$ cat src/rtl/vga_timing_gen_pkg.sv
// Shared types, mode presets and helpers for the VGA raster timing generator.
package vga_timing_gen_pkg;

   typedef struct packed {
      int unsigned active;
      int unsigned fp;
      int unsigned sync;
      int unsigned bp;
   } axis_mode_t;

   localparam axis_mode_t VGA_800X600_72_H = '{active: 800, fp: 56, sync: 120, bp: 64};
   localparam axis_mode_t VGA_800X600_72_V = '{active: 600, fp: 37, sync: 6, bp: 23};
   localparam axis_mode_t VGA_640X480_60_HALF_H = '{active: 640, fp: 16, sync: 96, bp: 48};
   localparam axis_mode_t VGA_640X480_60_HALF_V = '{active: 480, fp: 10, sync: 2, bp: 33};

   localparam bit DEF_H_POL = 1'b0;
   localparam bit DEF_V_POL = 1'b0;

   typedef struct packed {
      logic hs;
      logic vs;
      logic blank;
   } vid_ctl_t;

   function automatic vid_ctl_t ctl_idle(input bit h_pol, input bit v_pol);
      return '{hs: ~h_pol, vs: ~v_pol, blank: 1'b1};
   endfunction

   function automatic logic sync_level(input logic in_pulse, input bit pol);
      return in_pulse ? pol : ~pol;
   endfunction

endpackage

$ cat src/rtl/vga_axis_counter.sv
// One raster axis: wrapping position counter with active window and sync pulse decode.
module vga_axis_counter
   import vga_timing_gen_pkg::*;
#(
   parameter int unsigned ACTIVE = 800,
   parameter int unsigned FP     = 56,
   parameter int unsigned SYNC   = 120,
   parameter int unsigned BP     = 64,
   parameter bit          POL    = 1'b0,
   localparam int unsigned TOTAL = ACTIVE + FP + SYNC + BP,
   localparam int unsigned W     = $clog2(TOTAL)
) (
   input  logic         clk50,
   input  logic         rst,
   input  logic         tick,
   output logic [W-1:0] cnt,
   output logic         wrap,
   output logic         active,
   output logic         sync
);

   // One extra bit so a sync window ending exactly at TOTAL cannot overflow.
   localparam logic [W-1:0] LAST     = W'(TOTAL - 1);
   localparam logic [W:0]   ACT_END  = (W+1)'(ACTIVE);
   localparam logic [W:0]   SYNC_BEG = (W+1)'(ACTIVE + FP);
   localparam logic [W:0]   SYNC_END = (W+1)'(ACTIVE + FP + SYNC);

   logic [W-1:0] r_cnt;
   logic [W:0]   w_cnt_x;

   always_ff @(posedge clk50 or posedge rst) begin
      if (rst) begin
         r_cnt <= '0;
      end else if (tick) begin
         r_cnt <= wrap ? '0 : r_cnt + 1'b1;
      end
   end

   always_comb begin
      w_cnt_x = {1'b0, r_cnt};
      wrap    = tick && (r_cnt == LAST);
      active  = w_cnt_x < ACT_END;
      sync    = sync_level((w_cnt_x >= SYNC_BEG) && (w_cnt_x < SYNC_END), POL);
   end

   assign cnt = r_cnt;

endmodule

$ cat src/rtl/vga_timing_gen.sv
// VGA raster timing generator: H/V counters, registered coordinates and strobes,
// and a sync/blank delay line matching framebuffer read latency.
module vga_timing_gen
   import vga_timing_gen_pkg::*;
#(
   parameter int unsigned H_ACTIVE   = VGA_800X600_72_H.active,
   parameter int unsigned H_FP       = VGA_800X600_72_H.fp,
   parameter int unsigned H_SYNC     = VGA_800X600_72_H.sync,
   parameter int unsigned H_BP       = VGA_800X600_72_H.bp,
   parameter int unsigned V_ACTIVE   = VGA_800X600_72_V.active,
   parameter int unsigned V_FP       = VGA_800X600_72_V.fp,
   parameter int unsigned V_SYNC     = VGA_800X600_72_V.sync,
   parameter int unsigned V_BP       = VGA_800X600_72_V.bp,
   parameter bit          H_POL      = DEF_H_POL,
   parameter bit          V_POL      = DEF_V_POL,
   parameter int unsigned PIPE_DELAY = 2,
   localparam int unsigned HW = $clog2(H_ACTIVE + H_FP + H_SYNC + H_BP),
   localparam int unsigned VW = $clog2(V_ACTIVE + V_FP + V_SYNC + V_BP)
) (
   input  logic          clk50,
   input  logic          rst,
   input  logic          en,
   output logic [HW-1:0] x_out,
   output logic [VW-1:0] y_out,
   output logic          active_out,
   output logic          newline_out,
   output logic          newframe_out,
   output logic          hsync_out,
   output logic          vsync_out,
   output logic          blank_out
);

   if (H_SYNC == 0 || V_SYNC == 0 || H_ACTIVE == 0 || V_ACTIVE == 0 || PIPE_DELAY > 8)
   begin : g_bad_cfg
      $error("vga_timing_gen: invalid timing parameters");
   end

   localparam vid_ctl_t CTL_IDLE = ctl_idle(H_POL, V_POL);

   logic [HW-1:0] w_h_cnt;
   logic [VW-1:0] w_v_cnt;
   logic          w_h_wrap, w_h_active, w_h_sync;
   logic          w_v_wrap, w_v_active, w_v_sync;
   logic          w_active;
   vid_ctl_t      w_ctl_out;

   logic [HW-1:0] r_x;
   logic [VW-1:0] r_y;
   logic          r_active, r_newline, r_newframe;
   logic          r_fresh;
   vid_ctl_t      r_ctl;

   vga_axis_counter #(
      .ACTIVE (H_ACTIVE),
      .FP     (H_FP),
      .SYNC   (H_SYNC),
      .BP     (H_BP),
      .POL    (H_POL)
   ) u_h_axis (
      .clk50  (clk50),
      .rst    (rst),
      .tick   (en),
      .cnt    (w_h_cnt),
      .wrap   (w_h_wrap),
      .active (w_h_active),
      .sync   (w_h_sync)
   );

   vga_axis_counter #(
      .ACTIVE (V_ACTIVE),
      .FP     (V_FP),
      .SYNC   (V_SYNC),
      .BP     (V_BP),
      .POL    (V_POL)
   ) u_v_axis (
      .clk50  (clk50),
      .rst    (rst),
      .tick   (w_h_wrap),
      .cnt    (w_v_cnt),
      .wrap   (w_v_wrap),
      .active (w_v_active),
      .sync   (w_v_sync)
   );

   assign w_active = w_h_active && w_v_active;

   // r_fresh marks a counter position not yet presented, so a held position strobes once.
   always_ff @(posedge clk50 or posedge rst) begin
      if (rst) begin
         r_x        <= '0;
         r_y        <= '0;
         r_active   <= 1'b0;
         r_newline  <= 1'b0;
         r_newframe <= 1'b0;
         r_fresh    <= 1'b1;
         r_ctl      <= CTL_IDLE;
      end else begin
         r_x        <= w_h_cnt;
         r_y        <= w_v_cnt;
         r_active   <= w_active;
         r_newline  <= r_fresh && (w_h_cnt == '0);
         r_newframe <= r_fresh && (w_h_cnt == '0) && (w_v_cnt == VW'(V_ACTIVE));
         r_fresh    <= en;
         r_ctl      <= '{hs: w_h_sync, vs: w_v_sync, blank: ~w_active};
      end
   end

   if (PIPE_DELAY == 0) begin : g_direct
      assign w_ctl_out = r_ctl;
   end else begin : g_pipe
      vid_ctl_t r_pipe [PIPE_DELAY];

      always_ff @(posedge clk50 or posedge rst) begin
         if (rst) begin
            for (int i = 0; i < PIPE_DELAY; i++) r_pipe[i] <= CTL_IDLE;
         end else begin
            r_pipe[0] <= r_ctl;
            for (int i = 1; i < PIPE_DELAY; i++) r_pipe[i] <= r_pipe[i-1];
         end
      end

      assign w_ctl_out = r_pipe[PIPE_DELAY-1];
   end

   a_v_wrap_with_h : assert property (@(posedge clk50) disable iff (rst) w_v_wrap |-> w_h_wrap);

   assign x_out        = r_x;
   assign y_out        = r_y;
   assign active_out   = r_active;
   assign newline_out  = r_newline;
   assign newframe_out = r_newframe;
   assign hsync_out    = w_ctl_out.hs;
   assign vsync_out    = w_ctl_out.vs;
   assign blank_out    = w_ctl_out.blank;

endmodule

$ cat config.mk
export PLATFORM = sky130hd
export DESIGN_NAME = vga_timing_gen
export DESIGN_NICKNAME = d
export VERILOG_FILES = /design/src/rtl/vga_timing_gen_pkg.sv /design/src/rtl/vga_axis_counter.sv /design/src/rtl/vga_timing_gen.sv
export SDC_FILE = /design/constraint.sdc
export NUM_CORES = 1
export LEC_CHECK = 0
export ABC_AREA = 1
export BUFFER_PORTS_ARGS = -buffer_cell sky130_fd_sc_hd__buf_4
export CORE_MARGIN = 2
export CORE_UTILIZATION = 55
export DETAILED_ROUTE_END_ITERATION = 16
export PLACE_DENSITY = 0.76
export SYNTH_ARGS = -nofsm -noshare
export SYNTH_HDL_FRONTEND = slang
export SYNTH_SLANG_ARGS = --single-unit
$ cat constraint.sdc
create_clock -name clk50 -period 2.2 [get_ports clk50]
set_input_delay 0.33 -clock clk50 [delete_from_list [all_inputs] [get_ports clk50]]
set_output_delay 0.33 -clock clk50 [all_outputs]
set_load 0.01 [all_outputs]
After elaboration in Yosys (flattened, before gate mapping)
Cells that the tools add are included.
W data, S select, Z words.
{"block": "word_totals", "regBits": 55, "input_bits": 3, "out_inout_bits": 27, "elab_cells": 41}
{"block": "op_classes", "addsub": 2, "n_lt_le_gt_ge": 6, "eq_ne": 3, "n_mux": 4, "bitwise": 1, "n_reduce_logical": 8}
{"cell": "$lt A11 B10 Y1 const B", "n": 2}
{"cell": "$eq A10 B10 Y1 const B", "n": 2}
{"cell": "$lt A10 B10 Y1 const B", "n": 2}
{"cell": "$add A11 B1 Y11 const B", "n": 1}
{"cell": "$eq A11 B11 Y1 const B", "n": 1}
{"cell": "$ge A11 B10 Y1 const B", "n": 1}
{"cell": "$logic_not A11 Y1", "n": 1}
{"cell": "$mux W11", "n": 1}
{"cell": "$add A10 B1 Y10 const B", "n": 1}
{"cell": "$ge A10 B10 Y1 const B", "n": 1}
{"cell": "$mux W10", "n": 1}
{"cell": "$logic_and A1 B1 Y1", "n": 7}
{"cell": "$mux W1", "n": 2}
{"cell": "$not A1 Y1", "n": 1}

Longest topological paths before layout
{"block": "depth", "ltp_word": 4, "ltp_mapped": 9}

Modules after synthesis
From an unflattened synthesis, not the netlist that was laid out.
{"block": "hier_totals", "hier_cells": 268, "hier_area_um2": 2397.3}
{"mod": "vga_timing_gen", "instances": 1, "cells_each": 68, "area_each_um2": 1008.5, "seq_area_each_um2": 863.3}
{"mod": "vga_axis_counter (u_h_axis)", "instances": 1, "cells_each": 110, "area_each_um2": 734.5, "seq_area_each_um2": 275.3}
{"mod": "vga_axis_counter (u_v_axis)", "instances": 1, "cells_each": 90, "area_each_um2": 654.4, "seq_area_each_um2": 250.2}

Worst setup path after synthesis
Ideal clock, no wire load.
{"block": "synth_path", "path_type": "reg2reg", "start": "register u_h_axis.r_cnt[0], in the netlist u_h_axis.cnt[0]", "end": "register u_v_axis.r_cnt[7], in the netlist u_v_axis.cnt[7]", "setup_time_ps": 117, "arrival_ps": 1219, "required_time_ps": 2083, "slack_ps": 864, "path_stages_with_launch": 10, "synth_period_minus_slack_ps": 1336, "cell_sequence": "dfrtp_1 > ha_1 > nand2_1 > nor2_4 > nand2_2 > nor2_4 > buf_6 > nand3_1 > nand2_1 > nor2_1"}
{"block": "synth_via", "elab_chain_len": 4}
{"element": "start: declaration", "line": "vga_axis_counter.sv:28", "text": "logic [W-1:0] r_cnt;"}
{"element": "start signal: assignment", "line": "vga_axis_counter.sv:35", "text": "r_cnt <= wrap ? '0 : r_cnt + 1'b1;"}
{"element": "$eq A11 B11 Y1 *", "line": "vga_axis_counter.sv:41", "text": "wrap = tick && (r_cnt == LAST);"}
{"element": "$logic_and A1 B1 Y1 *", "line": "vga_axis_counter.sv:41"}
{"element": "$logic_and A1 B1 Y1", "line": "vga_axis_counter.sv:41"}
{"element": "$mux W10", "line": "vga_axis_counter.sv:35"}
{"element": "end signal: assignment", "line": "vga_axis_counter.sv:35"}
{"element": "end: declaration", "line": "vga_axis_counter.sv:28"}
Mark *: on every way between the ends. The rest lies on a longest branch, timed or not.
A chain may end at the register's enable or synchronous reset.

Final worst setup path
{"block": "layout_path", "start": "register u_h_axis.r_cnt[8], in the netlist u_h_axis.cnt[8]", "end": "register u_v_axis.r_cnt[7], in the netlist u_v_axis.cnt[7]"}
The elaborated chain is that of the path after synthesis.

==> impl_metrics.toml <==
[outcome]
status = "finished, final reports clean"

[clock_network]
cts-root-buf = "clkbuf_8"
cts_made_buffers = 5
clock_sinks = 55
cts.clk_slew.worst_paths_ns = 0.09
cts_hold_buffers = 0
h-tree-depth = 2
clkLatencyLatePin_ns = 0.30
cts_max_path_buffers = 2
ctsResizeCount = 0
post-cts-setup-buffer-count = 0
cts_tree = "built"

[min_path]
min_path_cells = 1
hp-start = "en"
hold_end = "r_fresh"
hp-class = "input pin to flop"

[routing]
drt_iter0_markers = 86
wire_per_inst_um = 12.55
routed_via_density = 5.121
wl_um = 4028
num_vias = 1644
firstDrtPassIters = 4
drc = 0
antenna_left = 0

[timing]
post-route-period-util = 0.6895
fin_hold_ws_ns = 0.1727
drv_slew = 0
finalSetupViolations = 0
fin_worst_skew_ns = 0.004934
tightest_slew_ns = 0.6486
setup_ws_ns = 0.6830
tns_ns = 0
maxSlewHeadroom = 0.5676
period_needed_ns = 1.517
grt_setup_unrepaired = "false"
fmax_ghz = 0.6592
hold_violations = 0

[critical_path]
crit_fanout = 12
timing.rr.start = "u_h_axis.cnt[8]"
slowest_stage = "dfrtp_1"
reg2regPathDepth = 6
path_cells = "nor2_1 > nand3_2 > nor2_4 > nand2_1 > nand2_1 > nor2_1"
start_kind = "flop"
r2r_slack_ns = 0.68
critPathMaxStageDelay_ns = 0.42
r2r-end = "u_v_axis.cnt[7]"
critPathArrivalTime_ns = 1.72
critical_path_required_ns = 2.40
crit_type = "flop to flop"
endpoint_kind = "flop"

[flow_run]
maxCapViolations = 0

[power_and_ir_drop]
power_density_mw_per_mm2 = 768.3
p_leak_uw = 0.001299
ir_drop_mv = 0.5734

[grt]
antenna_found_initial = 0
grt.overflow.total = 0
first_global_vias = 1412
grt_max_degree = 56
grt_use_total = 0.1958
grt_pass1_wl_um = 6727

[final_layout]
final_area_mm2 = 0.002650
nNetsFinal = 279
diodes = 0
final_cell_mix = "45 x dfrtp_1, 43 x nand2_1, 32 x nor2_1"
drive_gt1_frac = 0.2177
final_common_cell = "dfrtp_1"
num-fill-cells = 336
fin_cells = 321
syn2layout_area_growth_pct = 14.55

[placement]
dpl.hpwl_um = 2935
dp_slack_ns = 0.6931
dpl-instance-area_mm2 = 0.002566
dp_cells = 313
io_buffers = 29
gp_congestion = 0.8779

[synth]
ys_ff_latch = 55
synth_area_leader_cell = "dfrtp_1"
synth_area_leaders = "dfrtp_1 49%, dfstp_2 11%, nand2_1 7.0%"
syn_area_mm2 = 0.002313
synth_top_area_share = 0.4867
ys.flop_type = "dfrtp_1"
ys_seq_area_frac = 0.6003
netlist-cell-type-count = 27
synthCells = 239
yosysWarnings = 0
synth_edf_count = 0
synthesis.nets = 248
ys_async_sr_fraction = 1.000
syn_area_per_cell_um2 = 9.680

[die]
chipHeight_um = 68.86
rows = 23
die_area_mm2 = 0.004741
die_w_um = 68.86
initial_core_util = 0.5742
design.core.area_mm2 = 0.004029
io_pins = 30
[metal layers]
metal | track usage | wire length [um] | up-vias
met2 | 0.2873 | 1820 | 44
met4 | 0.07353 | 63 | 0
met5 | 0 | 0 | -
met3 | 0.04545 | 211 | 6
met1 | 0.2834 | 1932 | 785
li1 | - | - | 809
[layout make-up]
type                            instances  area (um2)  share of cell area
Clock inverter                          1       7.507            0.002833
Inverter                               30       112.6             0.04249
Timing Repair Buffer                   30       225.2             0.08499
Multi-Input combinational cell        148       777.0              0.2932
Sequential cell                        55        1389              0.5241
Clock buffer                            7       76.32             0.02880
Tap cell                               50       62.56             0.02361
[how the worst max path moves through the flow]
stage	from	depth (start not counted)	slack [ns]	endpoint
2_1_floorplan	rst	1	0.54	active_out
3_3_place_gp	u_h_axis.cnt[0]	8	0.73	u_v_axis.cnt[7]
5_1_grt	u_h_axis.cnt[0]	8	0.46	u_v_axis.cnt[7]
3_5_place_dp	u_h_axis.cnt[8]	6	0.69	u_v_axis.cnt[7]
6_report	u_h_axis.cnt[8]	6	0.68	u_v_axis.cnt[7]
4_1_cts	u_h_axis.cnt[1]	8	0.67	u_v_axis.cnt[7]
[critical path, delay by kind of cell (launching register included)]
kind,cells,cell delay [ns]
flip-flops,1,0.42
AND/OR/NAND/NOR,6,1.00
[cell usage after synthesis, types with 3 or more instances]
master    n
dfstp_2  10
a21oi_1   5
xor2_1    3
nand2_1  43
nand4_1   7
o21ai_0   8
dfrtp_1  45
ha_1      6
nor3_1    6
inv_1    30
nor2_4    4
nor2_1   32
nand3_1  18
[registers in the layout (all words and copies together), names as in the netlist, 3 cells and up]
name and count:
g_pipe.r_pipe 3, r_ctl 3, u_h_axis.cnt 11, u_v_axis.cnt 10
x_out 11, y_out 10
[cells by family (layout without fill, tap and decap cells)]
| group | count (synthesis) | after routing | synth area share |
|---|---|---|---|
| AND/OR/NAND/NOR | 118 | 118 | 0.2385 |
| flip-flops | 55 | 55 | 0.6003 |
| buffers and inverters | 36 | 68 | 0.06382 |
| AO/OA/AOI/OAI | 19 | 19 | 0.04597 |
| adder cells (fa/ha/maj) | 6 | 6 | 0.03245 |
| XOR/XNOR | 5 | 5 | 0.01893 |
[power by group]
| part | internal (uW) | total [uW] | switching (uW) |
|---|---|---|---|
| clock | 226 | 520 | 294 |
| sequential | 1110 | 1230 | 117 |
| combinational | 129 | 291 | 162 |
| total | 1460 | 2040 | 572 |
[through the flow]
step                total power [uW]    util
finish                          2036  0.6578
floorplan                       1423       -
global route                    2162  0.6578
detailed placement              1538  0.6370
CTS                             2060  0.6578
global placement                1531  0.6370
Note: power is estimated with default switching activity, not from simulation.
